## config.mk

```make
export PLATFORM = sky130hd
export DESIGN_NAME = pipe_hazard_fwd_unit_flat
export DESIGN_NICKNAME = d
export VERILOG_FILES = /design/src/rtl/pipe_hazard_fwd_unit_pkg.sv /design/src/rtl/pipe_hazard_fwd_unit_if.sv /design/src/rtl/pipe_hazard_fwd_unit_src_match.sv /design/src/rtl/pipe_hazard_fwd_unit.sv /design/src/flat_wrapper.sv
export SDC_FILE = /design/constraint.sdc
export NUM_CORES = 1
export LEC_CHECK = 0
export CORE_MARGIN = 2
export CORE_UTILIZATION = 40
export CTS_BUF_LIST = sky130_fd_sc_hd__clkbuf_2 sky130_fd_sc_hd__clkbuf_4 sky130_fd_sc_hd__clkbuf_8
export DETAILED_ROUTE_END_ITERATION = 8
export GPL_ROUTABILITY_DRIVEN = 0
export PLACE_DENSITY = 0.67
export SLEW_MARGIN = 20
export SYNTH_ARGS = -nofsm -noshare
export SYNTH_HDL_FRONTEND = slang
export SYNTH_HIERARCHICAL = 1
export SYNTH_SLANG_ARGS = --single-unit
```

## constraint.sdc

```tcl
create_clock -name clk -period 6.42 [get_ports clk]
set_clock_uncertainty 0.05 [all_clocks]
set_input_delay 1.284 -clock clk [delete_from_list [all_inputs] [get_ports clk]]
set_output_delay 1.284 -clock clk [all_outputs]
set_load 0.02 [all_outputs]
```

## src/rtl/pipe_hazard_fwd_unit_pkg.sv

```systemverilog
// Shared types and constants for the forwarding / load-use hazard unit.
package pipe_hazard_fwd_unit_pkg;

    // Register address width the slot record is built for.
    localparam int unsigned DFLT_REG_AW   = 5;
    // Deepest downstream pipeline the unit can track.
    localparam int unsigned MAX_FWD_DEPTH = 7;
    // Forward-select code meaning "take the operand from the register file".
    localparam int unsigned FWD_SEL_RF    = 0;

    // One in-flight instruction as seen by the hazard logic.
    typedef struct packed {
        logic                   v;
        logic [DFLT_REG_AW-1:0] da;
        logic                   rw;
        logic                   ld;
    } slot_t;

    // Ceiling log2, used to size-check the forward-select width.
    function automatic int unsigned clog2(input int unsigned n);
        int unsigned r;
        r = 0;
        for (int i = 0; i < 32; i++) begin
            if ((64'd1 << i) < 64'(n)) begin
                r = 32'(i + 1);
            end
        end
        return r;
    endfunction

endpackage

```

## src/rtl/pipe_hazard_fwd_unit_if.sv

```systemverilog
// Decode-side bundle between the decode stage and the hazard unit.
interface pipe_hazard_fwd_unit_if #(
    parameter int unsigned REG_AW  = 5,
    parameter int unsigned NUM_SRC = 2,
    parameter int unsigned SELW    = 3,
    parameter int unsigned CNT_W   = 16
);
    logic                      id_valid;
    logic [NUM_SRC*REG_AW-1:0] id_aa;
    logic [NUM_SRC-1:0]        id_use;
    logic [REG_AW-1:0]         id_da;
    logic                      id_rw;
    logic                      id_is_load;
    logic                      flush;
    logic [NUM_SRC*SELW-1:0]   fwd_sel;
    logic                      stall;
    logic [CNT_W-1:0]          stall_cnt;

    // Decode stage drives the instruction, receives bypass selects and hold.
    modport master (
        output id_valid, id_aa, id_use, id_da, id_rw, id_is_load, flush,
        input  fwd_sel, stall, stall_cnt
    );

    // Hazard unit side.
    modport slave (
        input  id_valid, id_aa, id_use, id_da, id_rw, id_is_load, flush,
        output fwd_sel, stall, stall_cnt
    );
endinterface

```

## src/rtl/pipe_hazard_fwd_unit_src_match.sv

```systemverilog
// Per-operand priority comparator: finds the nearest in-flight producer.
module hazard_src_match
    import pipe_hazard_fwd_unit_pkg::*;
#(
    parameter int unsigned FWD_DEPTH = 2,
    parameter int unsigned SELW      = 3
) (
    input  slot_t [FWD_DEPTH-1:0]   i_slots,
    input  logic [DFLT_REG_AW-1:0]  i_aa,
    input  logic                    i_use,
    input  logic                    i_valid,
    output logic                    o_hit_c,
    output logic [SELW-1:0]         o_sel_c,
    output logic                    o_ld_hit_c
);

    // Scan oldest to newest so the youngest matching slot is the last write.
    always_comb begin
        o_hit_c    = 1'b0;
        o_sel_c    = SELW'(FWD_SEL_RF);
        o_ld_hit_c = 1'b0;
        if (i_valid && i_use) begin
            for (int k = int'(FWD_DEPTH) - 1; k >= 0; k--) begin
                if (i_slots[k].v && i_slots[k].rw &&
                    (i_slots[k].da != '0) && (i_slots[k].da == i_aa)) begin
                    o_hit_c    = 1'b1;
                    o_sel_c    = SELW'(k + 1);
                    o_ld_hit_c = i_slots[k].ld;
                end
            end
        end
    end

endmodule

```

## src/rtl/pipe_hazard_fwd_unit.sv

```systemverilog
// Multi-stage operand forwarding selector with load-use stall detection.
module pipe_hazard_fwd_unit
    import pipe_hazard_fwd_unit_pkg::*;
#(
    parameter int unsigned REG_AW    = DFLT_REG_AW,
    parameter int unsigned FWD_DEPTH = 2,
    parameter int unsigned NUM_SRC   = 2,
    parameter int unsigned LOAD_LAT  = 1,
    parameter int unsigned SELW      = 3,
    parameter int unsigned CNT_W     = 16
) (
    input  logic                   clk,
    input  logic                   reset_n,
    pipe_hazard_fwd_unit_if.slave  bus
);

    // Reject parameter sets the select encoding or slot record cannot hold.
    if (REG_AW != DFLT_REG_AW) begin : g_bad_aw
        $error("REG_AW must match the slot record address width");
    end
    if ((FWD_DEPTH < 1) || (FWD_DEPTH > MAX_FWD_DEPTH)) begin : g_bad_depth
        $error("FWD_DEPTH out of range 1..7");
    end
    if (LOAD_LAT >= FWD_DEPTH) begin : g_bad_lat
        $error("LOAD_LAT must be less than FWD_DEPTH");
    end
    if (clog2(FWD_DEPTH + 1) > SELW) begin : g_bad_selw
        $error("SELW too narrow to encode every slot");
    end

    slot_t [FWD_DEPTH-1:0]     r_slots;
    logic [CNT_W-1:0]          r_stall_cnt;
    logic [NUM_SRC-1:0]        w_hit;
    logic [NUM_SRC-1:0]        w_ld_hit;
    logic [NUM_SRC-1:0]        w_load_use;
    logic [NUM_SRC*SELW-1:0]   w_sel;
    logic                      w_stall;
    logic                      w_issue;

    // One comparator per decode operand; operands resolve independently.
    for (genvar i = 0; i < int'(NUM_SRC); i++) begin : g_src
        hazard_src_match #(
            .FWD_DEPTH (FWD_DEPTH),
            .SELW      (SELW)
        ) u_match (
            .i_slots    (r_slots),
            .i_aa       (bus.id_aa[i*REG_AW +: REG_AW]),
            .i_use      (bus.id_use[i]),
            .i_valid    (bus.id_valid),
            .o_hit_c    (w_hit[i]),
            .o_sel_c    (w_sel[i*SELW +: SELW]),
            .o_ld_hit_c (w_ld_hit[i])
        );

        // Winning producer is a load whose data is not back yet.
        assign w_load_use[i] = w_hit[i] & w_ld_hit[i] &
                               (w_sel[i*SELW +: SELW] <= SELW'(LOAD_LAT));
    end

    // A flushed instruction is dead, so it can never hold the front end.
    assign w_stall = (|w_load_use) & ~bus.flush;
    assign w_issue = bus.id_valid & ~w_stall & ~bus.flush;

    assign bus.fwd_sel   = w_sel;
    assign bus.stall     = w_stall;
    assign bus.stall_cnt = r_stall_cnt;

    // Shadow pipeline: decode enters slot 1, downstream slots always advance.
    always_ff @(posedge clk or negedge reset_n) begin
        if (!reset_n) begin
            r_slots <= '0;
        end else begin
            r_slots[0] <= w_issue ? slot_t'{v: 1'b1, da: bus.id_da,
                                            rw: bus.id_rw, ld: bus.id_is_load}
                                  : slot_t'('0);
            for (int k = 1; k < int'(FWD_DEPTH); k++) begin
                r_slots[k] <= r_slots[k-1];
            end
        end
    end

    // Saturating count of stalled decode cycles.
    always_ff @(posedge clk or negedge reset_n) begin
        if (!reset_n) begin
            r_stall_cnt <= '0;
        end else if (w_stall && (r_stall_cnt != '1)) begin
            r_stall_cnt <= r_stall_cnt + CNT_W'(1);
        end
    end

endmodule

```

## src/flat_wrapper.sv

```systemverilog
// flat-port wrapper written by rule: the top's interface ports become plain ports
module pipe_hazard_fwd_unit_flat import pipe_hazard_fwd_unit_pkg::*;
#(
    parameter int unsigned REG_AW    = DFLT_REG_AW,
    parameter int unsigned FWD_DEPTH = 2,
    parameter int unsigned NUM_SRC   = 2,
    parameter int unsigned LOAD_LAT  = 1,
    parameter int unsigned SELW      = 3,
    parameter int unsigned CNT_W     = 16
)
  (clk, reset_n, bus_id_valid, bus_id_aa, bus_id_use, bus_id_da, bus_id_rw, bus_id_is_load, bus_flush, bus_fwd_sel, bus_stall, bus_stall_cnt);
  pipe_hazard_fwd_unit_if #(.REG_AW(REG_AW), .NUM_SRC(NUM_SRC), .SELW(SELW), .CNT_W(CNT_W)) bus_i ();
  input  logic clk;
  input  logic reset_n;
  input wire logic [$bits(bus_i.id_valid)-1:0] bus_id_valid;
  input wire logic [$bits(bus_i.id_aa)-1:0] bus_id_aa;
  input wire logic [$bits(bus_i.id_use)-1:0] bus_id_use;
  input wire logic [$bits(bus_i.id_da)-1:0] bus_id_da;
  input wire logic [$bits(bus_i.id_rw)-1:0] bus_id_rw;
  input wire logic [$bits(bus_i.id_is_load)-1:0] bus_id_is_load;
  input wire logic [$bits(bus_i.flush)-1:0] bus_flush;
  output wire logic [$bits(bus_i.fwd_sel)-1:0] bus_fwd_sel;
  output wire logic [$bits(bus_i.stall)-1:0] bus_stall;
  output wire logic [$bits(bus_i.stall_cnt)-1:0] bus_stall_cnt;
  assign bus_i.id_valid = bus_id_valid;
  assign bus_i.id_aa = bus_id_aa;
  assign bus_i.id_use = bus_id_use;
  assign bus_i.id_da = bus_id_da;
  assign bus_i.id_rw = bus_id_rw;
  assign bus_i.id_is_load = bus_id_is_load;
  assign bus_i.flush = bus_flush;
  assign bus_fwd_sel = bus_i.fwd_sel;
  assign bus_stall = bus_i.stall;
  assign bus_stall_cnt = bus_i.stall_cnt;
  pipe_hazard_fwd_unit #(.REG_AW(REG_AW), .FWD_DEPTH(FWD_DEPTH), .NUM_SRC(NUM_SRC), .LOAD_LAT(LOAD_LAT), .SELW(SELW), .CNT_W(CNT_W)) u_core (.clk(clk), .reset_n(reset_n), .bus(bus_i));
endmodule
```

# Yosys cells after proc, flatten, opt, wreduce, memory -nomap -nowiden
# Cells that the tools add are included.
# Widths: inputs -> output; s select.
# totals
ff_bits	32
inputBits	23
out_inout_bits	23
# op_classes
add_sub_neg	1
magnitude_cmp	2
eq_ne	5
n_mux	19
bitwise	9
reduce_logical	14
# ops
cell	count
$eq 5x5->1	4
$add 16x1->16 const B	1
$ne 16x16->1 const B	1
$mux 1	12
$mux 3	4
$logic_and 1x1->1	11
$reduce_bool 5->1	2
$mux 8	1
$and 1x1->1	7
$le 3x1->1 const B	2
$mux 2	2
$not 1->1	2
$reduce_or 2->1	1

# Logic depth before layout (Yosys ltp)
# Gate-level depths: netlist of run 1.
# logic_depth
word_depth	14
ltp_mapped	9
mapped_depth_nobuf	8

# Modules after synthesis
# The synthesis of run 1 kept the hierarchy.
# by_module_without_submodules
module	instances	cells_each	area_each_um2	seq_area_each_um2
pipe_hazard_fwd_unit	1	99	1293.7	800.8
hazard_src_match	2	33	224.0	0.0

# Worst setup path after synthesis of run 1
# Ideal clock, no wire load.
# synth_path
path_kind	input -> output
from	in bus_id_aa[0]
to	out bus_stall
arrival_time_ns	2.810
t_required_ns	5.086
setup_slack_ns	2.276
path_stages	6
path_buffers	1
path_cell_list	a222oi_1 o2111ai_1 nor2_1 and4bb_2 o21ba_2 buf_2
# synth_via
elab_chain_len	9
# synth_lines
element	line	source
start, declared	flat_wrapper.sv:16	input wire logic [$bits(bus_i.id_aa)-1:0] bus_id_aa;
$eq 5x5->1	pipe_hazard_fwd_unit_src_match.sv:25	(i_slots[k].da != '0) && (i_slots[k].da == i_aa)) begin
$logic_and 1x1->1	pipe_hazard_fwd_unit_src_match.sv:25	
$mux 2	pipe_hazard_fwd_unit_src_match.sv:24	if (i_slots[k].v && i_slots[k].rw &&
$mux 3 (*)	pipe_hazard_fwd_unit_src_match.sv:24	
$mux 3 (*)	pipe_hazard_fwd_unit_src_match.sv:22	if (i_valid && i_use) begin
net bus_fwd_sel[1]	flat_wrapper.sv:22	output wire logic [$bits(bus_i.fwd_sel)-1:0] bus_fwd_sel;
$le 3x1->1 (*)	pipe_hazard_fwd_unit.sv:57	(w_sel[i*SELW +: SELW] <= SELW'(LOAD_LAT));
$and 1x1->1 (*)	pipe_hazard_fwd_unit.sv:56	assign w_load_use[i] = w_hit[i] & w_ld_hit[i] &
$reduce_or 2->1 (*)	pipe_hazard_fwd_unit.sv:61	assign w_stall = (|w_load_use) & ~bus.flush;
$and 1x1->1 (*)	pipe_hazard_fwd_unit.sv:61	
end, declared	flat_wrapper.sv:23	output wire logic [$bits(bus_i.stall)-1:0] bus_stall;
# The timed path passes the listed nets; every way through them passes the cells marked *.

# Final worst setup path of run 1
# layout_path
from	in bus_id_aa[6]
to	out bus_stall
# layout_via
elab_chain_len	9
# layout_lines
element	line	source
$eq 5x5->1	pipe_hazard_fwd_unit_src_match.sv:25	
$logic_and 1x1->1	pipe_hazard_fwd_unit_src_match.sv:25	
$mux 1	pipe_hazard_fwd_unit_src_match.sv:24	
$mux 1 (*)	pipe_hazard_fwd_unit_src_match.sv:24	
$mux 1 (*)	pipe_hazard_fwd_unit_src_match.sv:22	
net u_core.w_ld_hit[1]	pipe_hazard_fwd_unit.sv:34	logic [NUM_SRC-1:0] w_ld_hit;
$and 1x1->1 (*) (2 in series)	pipe_hazard_fwd_unit.sv:56	
$reduce_or 2->1 (*)	pipe_hazard_fwd_unit.sv:61	
$and 1x1->1 (*)	pipe_hazard_fwd_unit.sv:61	
# Marked as above.

==> impl_summary.txt, run 1 <==
----------------------------------------------------
[Run status]
  Result of the run ... finished clean

[Clock network]
  Post-CTS setup buffer count ... 0
  Post-CTS Hold Buffers ... 0
  Maximum count of clock buffers along a single path ... 2
  Latest clock arrival within the worst-skew pair ... 290 ps
  Sink Count ... 32
  Clock transition time at the flip-flop clock pins of the worst setup and hold paths ... 70 ps
  Number of buffers created by CTS ... 5
  Buffer cell driving the clock tree root ... sky130_fd_sc_hd__clkbuf_8
  Clock tree from TritonCTS ... yes
  PostCTS Resize Cnt ... 0
  Depth of the CTS H-tree ... 2

[Die]
  Core Region ... 4090 sq um
  Number of rows created at floorplan ... 23
  Total I/O pin count ... 46
  Die Wd ... 70.0 um
  Initial Utilization ... 42.6%
  Area enclosed by the die boundary ... 4900 sq um
  Height of the die ... 70.0 um

[Worst setup path]
  Crit path DAT ... 3930 ps
  Maximum fanout count along the critical path ... 12
  Count of buffer and inverter cells on the critical path ... 2
  Req. time, crit path ... 5090 ps
  Cells along the critical path ... clkdlybuf4s50_1, xnor2_1, o2111a_1, o2111ai_1, o32ai_2, and4bb_2, o21ba_2, clkdlybuf4s50_1
  Kind of launch point of the worst setup path ... primary input
  Element type at the critical path end ... primary output
  Slack of the worst reg-to-reg path ... 3730 ps
  R2r endpoint ... u_core/bus.stall_cnt[15]
  Max incr delay on CP ... 660 ps
  Most Frequent Cell on Critical Path ... sky130_fd_sc_hd__clkdlybuf4s50_1
  Reg-to-reg startpoint ... u_core/r_slots[4]
  Library cell contributing the largest single delay on the critical path ... sky130_fd_sc_hd__clkdlybuf4s50_1
  Cell family with the largest share of critical-path delay ... buffers and inverters
  Worst Path Class, Setup ... in -> out
  Depth of the worst register-to-register path ... 8

[Route]
  DRC violation count after routing ... 0
  Via count of the routed design ... 1414
  Via density ... 5.36
  First DRT Iteration DRCs ... 91
  Total iterations of the first detailed-routing run ... 5
  Post-detailed-route count of antenna-violating nets ... 0
  Final wirelength ... 4060 um
  Wire length per cell ... 15.4 um

[Finish]
  Area occupied by multi-input gates ... 875 sq um
  Seq. cell area ... 801 sq um
  NumNets Final ... 237
  Fraction of layout cells with a size suffix above 1 ... 10.7%
  Filler cell count in the final layout ... 377
  Count of inserted antenna diode cells ... 0
  Relative area change from synthesis to final layout ... 34.3%

[Timing]
  Setup repair after global routing missed its margin ... no
  Transition at the pin with the smallest max-transition slack ... 634 ps
  Final hold vios ... 0
  Final period demand of the worst path ... 5260 ps
  Portion of the clock cycle consumed by the worst path in the final layout ... 81.9%
  Setup violation total in the final timing report ... 0
  Final total negative setup slack ... 0 ps
  Maximum frequency from static timing analysis ... 190 MHz
  Fin. max-slew vios ... 0
  Relative slew slack ... 57.6%

[Yosys]
  Async SR Flop Fraction ... 100%
  Synthesis warning total ... 6
  Most instantiated library cell after synthesis ... sky130_fd_sc_hd__dfrtp_1
  Yosys top cell by area ... sky130_fd_sc_hd__dfrtp_1
  Proportion of netlist area held by the largest area contributor ... 46.0%
  Fraction of the yosys area taken by sequential cells ... 46.0%
  Post-synth EDFFs ... 0
  Mapped Avg Cell Area ... 10.6 sq um
  Post-synthesis cell area ... 1740 sq um
  Cell variety after synth ... 40
  Post-synth net total ... 189
  Cells after Synth ... 165
  Cell types occupying the most area after synthesis ... sky130_fd_sc_hd__dfrtp_1, sky130_fd_sc_hd__xnor2_1, sky130_fd_sc_hd__xor2_1, sky130_fd_sc_hd__inv_1, sky130_fd_sc_hd__and2_1
  Most frequently used flop master after synthesis ... sky130_fd_sc_hd__dfrtp_1
  Flop and latch count out of synthesis ... 32
  Leading cell types by count after synthesis ... sky130_fd_sc_hd__dfrtp_1, sky130_fd_sc_hd__inv_1, sky130_fd_sc_hd__xnor2_1

[Pwr]
  Leakage power figure ... 1.04 nW
  Total power draw ... 0.440 mW
  Ratio of total power to cell area ... 188 nW/um^2
  Worst vdd ir ... 0.146 mV

[Global routing]
  Global-route wire length before repair ... 6960 um
  Number of global-route vias before repair ... 1512
  Maximum number of pins on one net before global-route repair ... 33
  GRT Overall Usage ... 18.0%
  Leftover overflow at the end of global routing ... 0
  Initial antenna violation count ... 0

[Job]
  Number of max-cap violations ... 0

[Placed design]
  Number of buffers inserted by port buffering ... 43
  Detailed Place HPWL ... 3150 um

[Min path]
  Critical hold path startpoint ... u_core/r_slots[1]
  Hold path cells ... 0
  Worst hold-check path type ... reg -> reg
  End of the worst hold path ... u_core/r_slots[9]

----------------------------------------------------
[worst max path at each step]
| stage | to | slack (ps) | depth (start not counted) | from |
|---|---|---|---|---|
| floorplan | bus_stall | 2280 | 6 | bus_id_aa[0] |
| global placement | bus_stall | 1300 | 8 | bus_id_aa[0] |
| detailed placement | bus_stall | 1210 | 7 | bus_id_aa[3] |
| CTS | bus_stall | 1200 | 7 | bus_id_aa[3] |
| global route | bus_stall | 970 | 8 | bus_id_aa[0] |
| finish | bus_stall | 1160 | 8 | bus_id_aa[6] |
[metal layers]
layer  part of all wire (%)  vias to the layer above  routed length, um  GRT usage [%]
li1                       -                      676                  -              -
met1                     46                      667               1850           24.2
met2                     45                       57               1820           27.3
met3                    6.5                       14                264           3.32
met4                    3.1                        0                127           10.0
met5                      0                        -                  0              0
[kinds of logic after synthesis]
group,after synthesis,share of synthesized area [%]
XOR/XNOR,25,12.6
AO/OA/AOI/OAI,15,8.19
multiplexers,2,1.29
buffers and inverters,17,4.17
AND/OR/NAND/NOR,71,26.7
other,2,0.431
flip-flops,32,46.0
adder cells (fa/ha/maj),1,0.718
[cell usage in the layout, fill, tap and decap left out, types with 5 or more instances in the layout]
cell type / instances
sky130_fd_sc_hd__clkdlybuf4s50_1: 43
sky130_fd_sc_hd__dfrtp_1: 32
sky130_fd_sc_hd__inv_1: 14
sky130_fd_sc_hd__xnor2_1: 13
sky130_fd_sc_hd__xor2_1: 12
sky130_fd_sc_hd__and2_1: 8
sky130_fd_sc_hd__nand4_1: 8
sky130_fd_sc_hd__nand2_1: 8
sky130_fd_sc_hd__nor2_1: 6
sky130_fd_sc_hd__clkbuf_8: 5
sky130_fd_sc_hd__nor3_1: 5
sky130_fd_sc_hd__nor4_1: 5
[stage by stage]
stage	hold slack, ps	utilization, %	worst slack (ps)	instance area, sq um	instances
3_3_place_gp	335	54.4	1300	2220	256
4_1_cts	353	57.1	1200	2330	264
6_report	349	57.3	1160	2340	264
5_1_grt	369	57.3	970	2340	264
3_5_place_dp	338	54.4	1210	2220	256
2_1_floorplan	324	-	2280	1740	165
[power by group]
group          internal [mW]  switching, mW
Sequential             0.206        0.00434
Clock                  0.119         0.0711
Combinational         0.0213         0.0180
Total                  0.346         0.0935
[flip-flops by register name, summed over array words and instances, names as in the netlist]
| name | count |
|---|---|
| u_core/bus.stall_cnt | 16 |
| u_core/r_slots | 16 |
[cell type report]
| type | count | area share, % |
|---|---|---|
| Clock buffer | 6 | 3.26 |
| Timing Repair Buffer | 44 | 18.7 |
| Inverter | 14 | 2.25 |
| Tap cell | 50 | 2.67 |
| Clock inverter | 2 | 1.50 |
| Multi-Input combinational cell | 116 | 37.4 |
| Sequential cell | 32 | 34.2 |
No activity file was read; power rests on OpenSTA's default activity.
==> run 2: changes to the inputs <==
--- a/config.mk
+++ b/config.mk
@@ -10,7 +10,7 @@
 export CTS_BUF_LIST = sky130_fd_sc_hd__clkbuf_2 sky130_fd_sc_hd__clkbuf_4 sky130_fd_sc_hd__clkbuf_8
 export DETAILED_ROUTE_END_ITERATION = 8
 export GPL_ROUTABILITY_DRIVEN = 0
-export PLACE_DENSITY = 0.67
+export PLACE_DENSITY = 0.69
 export SLEW_MARGIN = 20
 export SYNTH_ARGS = -nofsm -noshare
 export SYNTH_HDL_FRONTEND = slang
==> constraint.sdc (replaced) <==
create_clock -name clk -period 4.2 [get_ports clk]
set_clock_uncertainty 0.05 [all_clocks]
set_input_delay 0.84 -clock clk [delete_from_list [all_inputs] [get_ports clk]]
set_output_delay 0.84 -clock clk [all_outputs]
set_load 0.02 [all_outputs]
==> run 2 against run 1 <==
  * Worst hold slack gained 11 ps
  * Sequential cell count is the same
  * Core utilization is 0.67 points higher
  * Via count fell by 0.28%
  * Power increased by 45%
  * Clock-buffer cell count increased by 2
  * Design area up 1.2%
  * Worst setup slack lost 700 ps
  * Final cell count increased by 0.76%
  * Combinational power is 56% higher
  * Highest routed layer unchanged
==> impl_summary.txt, run 2 (synthesized netlist as in run 1, its figures left out) <==
----------------------------------------------------
[Timing]
  Fin. max-slew vios ... 0 (unchanged)
  Maximum frequency from static timing analysis ... 268 MHz
  Final hold vios ... 0 (unchanged)
  Setup repair after global routing missed its margin ... no
  Final total negative setup slack ... 0 ps (unchanged)
  Final period demand of the worst path ... 3740 ps
  Setup violation total in the final timing report ... 0 (unchanged)
  Final WS setup ... 462 ps (-698 ps)
  Portion of the clock cycle consumed by the worst path in the final layout ... 89.0%
  Transition at the pin with the smallest max-transition slack ... 603 ps (-31.9 ps)
  Relative slew slack ... 59.5% (+1.9 points)

[Global routing]
  Number of global-route vias before repair ... 1494 (-1.2%)
  Global-route wire length before repair ... 7100 um (+2.0%)
  GRT Overall Usage ... 18.2% (+0.17 points)
  Initial antenna violation count ... 0 (unchanged)
  Maximum number of pins on one net before global-route repair ... 33 (unchanged)
  Leftover overflow at the end of global routing ... 0 (unchanged)

[Die]
  Core Region ... 4090 sq um (unchanged)
  Initial Utilization ... 42.6% (unchanged)
  Area enclosed by the die boundary ... 4900 sq um (unchanged)
  Height of the die ... 70.0 um (unchanged)
  Number of rows created at floorplan ... 23 (unchanged)
  Total I/O pin count ... 46 (unchanged)
  Die Wd ... 70.0 um (unchanged)

[Min path]
  Hold path cells ... 0 (unchanged)
  Worst hold-check path type ... reg -> reg
  End of the worst hold path ... u_core/r_slots[8]
  Critical hold path startpoint ... u_core/r_slots[0]

[Worst setup path]
  Req. time, crit path ... 3310 ps (-1780 ps)
  Element type at the critical path end ... primary output
  R2r endpoint ... u_core/bus.stall_cnt[1]
  Max incr delay on CP ... 490 ps (-170 ps)
  Depth of the worst register-to-register path ... 9 (+1)
  Library cell contributing the largest single delay on the critical path ... sky130_fd_sc_hd__clkdlybuf4s50_1
  Cells along the critical path ... clkdlybuf4s50_1, a222oi_1, o2111ai_2, nor2_1, and4bb_2, o21ba_2, dlymetal6s2s_1
  Kind of launch point of the worst setup path ... primary input
  Crit path DAT ... 2850 ps (-1080 ps)
  Slack of the worst reg-to-reg path ... 1490 ps (-2240 ps)
  Reg-to-reg startpoint ... u_core/r_slots[4]
  Maximum fanout count along the critical path ... 4 (-8)
  Worst Path Class, Setup ... in -> out

[Route]
  Final wirelength ... 4060 um (unchanged)
  Via count of the routed design ... 1410 (-0.28%)
  Via density ... 5.30 (-1.0%)
  DRC violation count after routing ... 0 (unchanged)
  First DRT Iteration DRCs ... 82 (-9.9%)
  Wire length per cell ... 15.3 um (-0.75%)
  Total iterations of the first detailed-routing run ... 4 (-1)
  Post-detailed-route count of antenna-violating nets ... 0 (unchanged)

[Finish]
  Filler cell count in the final layout ... 346 (-8.2%)
  Relative area change from synthesis to final layout ... 35.9%
  Top library cells by usage in the layout, fill and taps aside ... sky130_fd_sc_hd__clkdlybuf4s50_1, sky130_fd_sc_hd__dfrtp_1, sky130_fd_sc_hd__inv_1, sky130_fd_sc_hd__xnor2_1, sky130_fd_sc_hd__xor2_1
  Post-Layout Cell Count ... 266 (+0.76%)
  Most common cell after layout, fill and taps aside ... sky130_fd_sc_hd__clkdlybuf4s50_1
  Count of inserted antenna diode cells ... 0 (unchanged)
  NumNets Final ... 239 (+0.84%)
  Utilization of the core after routing ... 57.9% (+0.67 points)
  Fraction of layout cells with a size suffix above 1 ... 13.4% (+2.7 points)

[Placed design]
  Pre-CTS worst setup slack ... 41.8 ps (-1170 ps)
  Number of buffers inserted by port buffering ... 43 (unchanged)
  Placed cell count ... 258 (+0.78%)
  Detailed Place HPWL ... 2990 um (-5.3%)

[Pwr]
  Switching part of the total ... 22.4% (+1.1 points)
  Clock group share of total power ... 39.9% (-3.4 points)
  Ratio of total power to cell area ... 269 nW/um^2 (+43%)
  Gate power share ... 9.7% (+0.8 points)
  Total internal power ... 0.494 mW (+43%)
  Leakage power figure ... 1.06 nW (+2.2%)
  Part of the total power dissipated in sequential elements ... 50.5% (+2.7 points)
  Switching power summed over all nets ... 0.142 mW (+52%)
  Worst vdd ir ... 0.175 mV (+20%)

[Clock network]
  Maximum count of clock buffers along a single path ... 2 (unchanged)
  Post-CTS setup buffer count ... 0 (unchanged)
  Post-CTS Hold Buffers ... 0 (unchanged)
  Sink Count ... 32 (unchanged)
  Clock transition time at the flip-flop clock pins of the worst setup and hold paths ... 60 ps (about the same)
  Clock tree from TritonCTS ... yes
  Depth of the CTS H-tree ... 2 (unchanged)
  Latest clock arrival within the worst-skew pair ... 280 ps (about the same)
  PostCTS Resize Cnt ... 0 (unchanged)
  Buffer cell driving the clock tree root ... sky130_fd_sc_hd__clkbuf_8
  Number of buffers created by CTS ... 5 (unchanged)

[Run status]
  Result of the run ... finished clean

[Job]
  Number of max-cap violations ... 0 (unchanged)

----------------------------------------------------
==> run 2: changes by cell type in the layout (fill, tap and decap cells not counted), moves of 2 or more <==
cell,before,now
sky130_fd_sc_hd__buf_4,1,3
sky130_fd_sc_hd__nor4_1,5,3
sky130_fd_sc_hd__nor4_2,0,2
sky130_fd_sc_hd__o2111ai_1,3,1
sky130_fd_sc_hd__o2111ai_2,0,2
==> run 2: worst max-delay path by stage <==
stage / start / end / slack (ps) / depth (start not counted)
after global routing: bus_id_aa[3] / bus_stall / 330 / 7
after global placement: bus_id_aa[5] / bus_stall / 100 / 8
after detailed placement: bus_id_aa[0] / bus_stall / 40 / 8
after CTS: bus_id_aa[0] / bus_stall / 30 / 8
final: bus_id_aa[8] / bus_stall / 460 / 7
after floorplan: bus_id_aa[0] / bus_stall / 940 / 6
==> run 2: layer usage <==
layer  track usage [%]  part of all wire [%]  wire [um]
met4              8.12                   2.1         85
met5                 0                     0          0
met1              23.8                    45       1810
met3              5.19                   6.8        277
met2              28.0                    46       1880
==> run 2: final cells by class <==
cell class | instances | area, sq um | share of cell area, %
well taps | 50 | 62.6 | 2.64
inverters | 14 | 52.6 | 2.22
repair buffers | 46 | 455 | 19.2
clock buffers | 8 | 97.6 | 4.12
multi-input cells | 116 | 898 | 37.9
flip-flops and latches | 32 | 801 | 33.8
==> run 2: per-stage QoR <==
step,hold slack [ps],total power [mW],cell area (sq um)
after floorplan,324,0.349,1740
after global placement,336,0.384,2240
after detailed placement,348,0.386,2240
after CTS,363,0.639,2330
after global routing,376,0.666,2370
final,360,0.637,2370
==> run 2: power by group through the flow <==
stage | Clock [mW] | Sequential (mW) | Combinational [mW]
floorplan | 0 | 0.325 | 0.0245
global placement | 0 | 0.326 | 0.0581
detailed placement | 0 | 0.327 | 0.0589
CTS | 0.259 | 0.321 | 0.0594
global route | 0.275 | 0.322 | 0.0680
finish | 0.254 | 0.321 | 0.0615
==> run 2: worst max-delay path: cells and delay by family <==
| family | cells | cell delay (ps) |
|---|---|---|
| simple gates | 2 | 490 |
| buf+inv | 2 | 700 |
| compound gates | 3 | 820 |
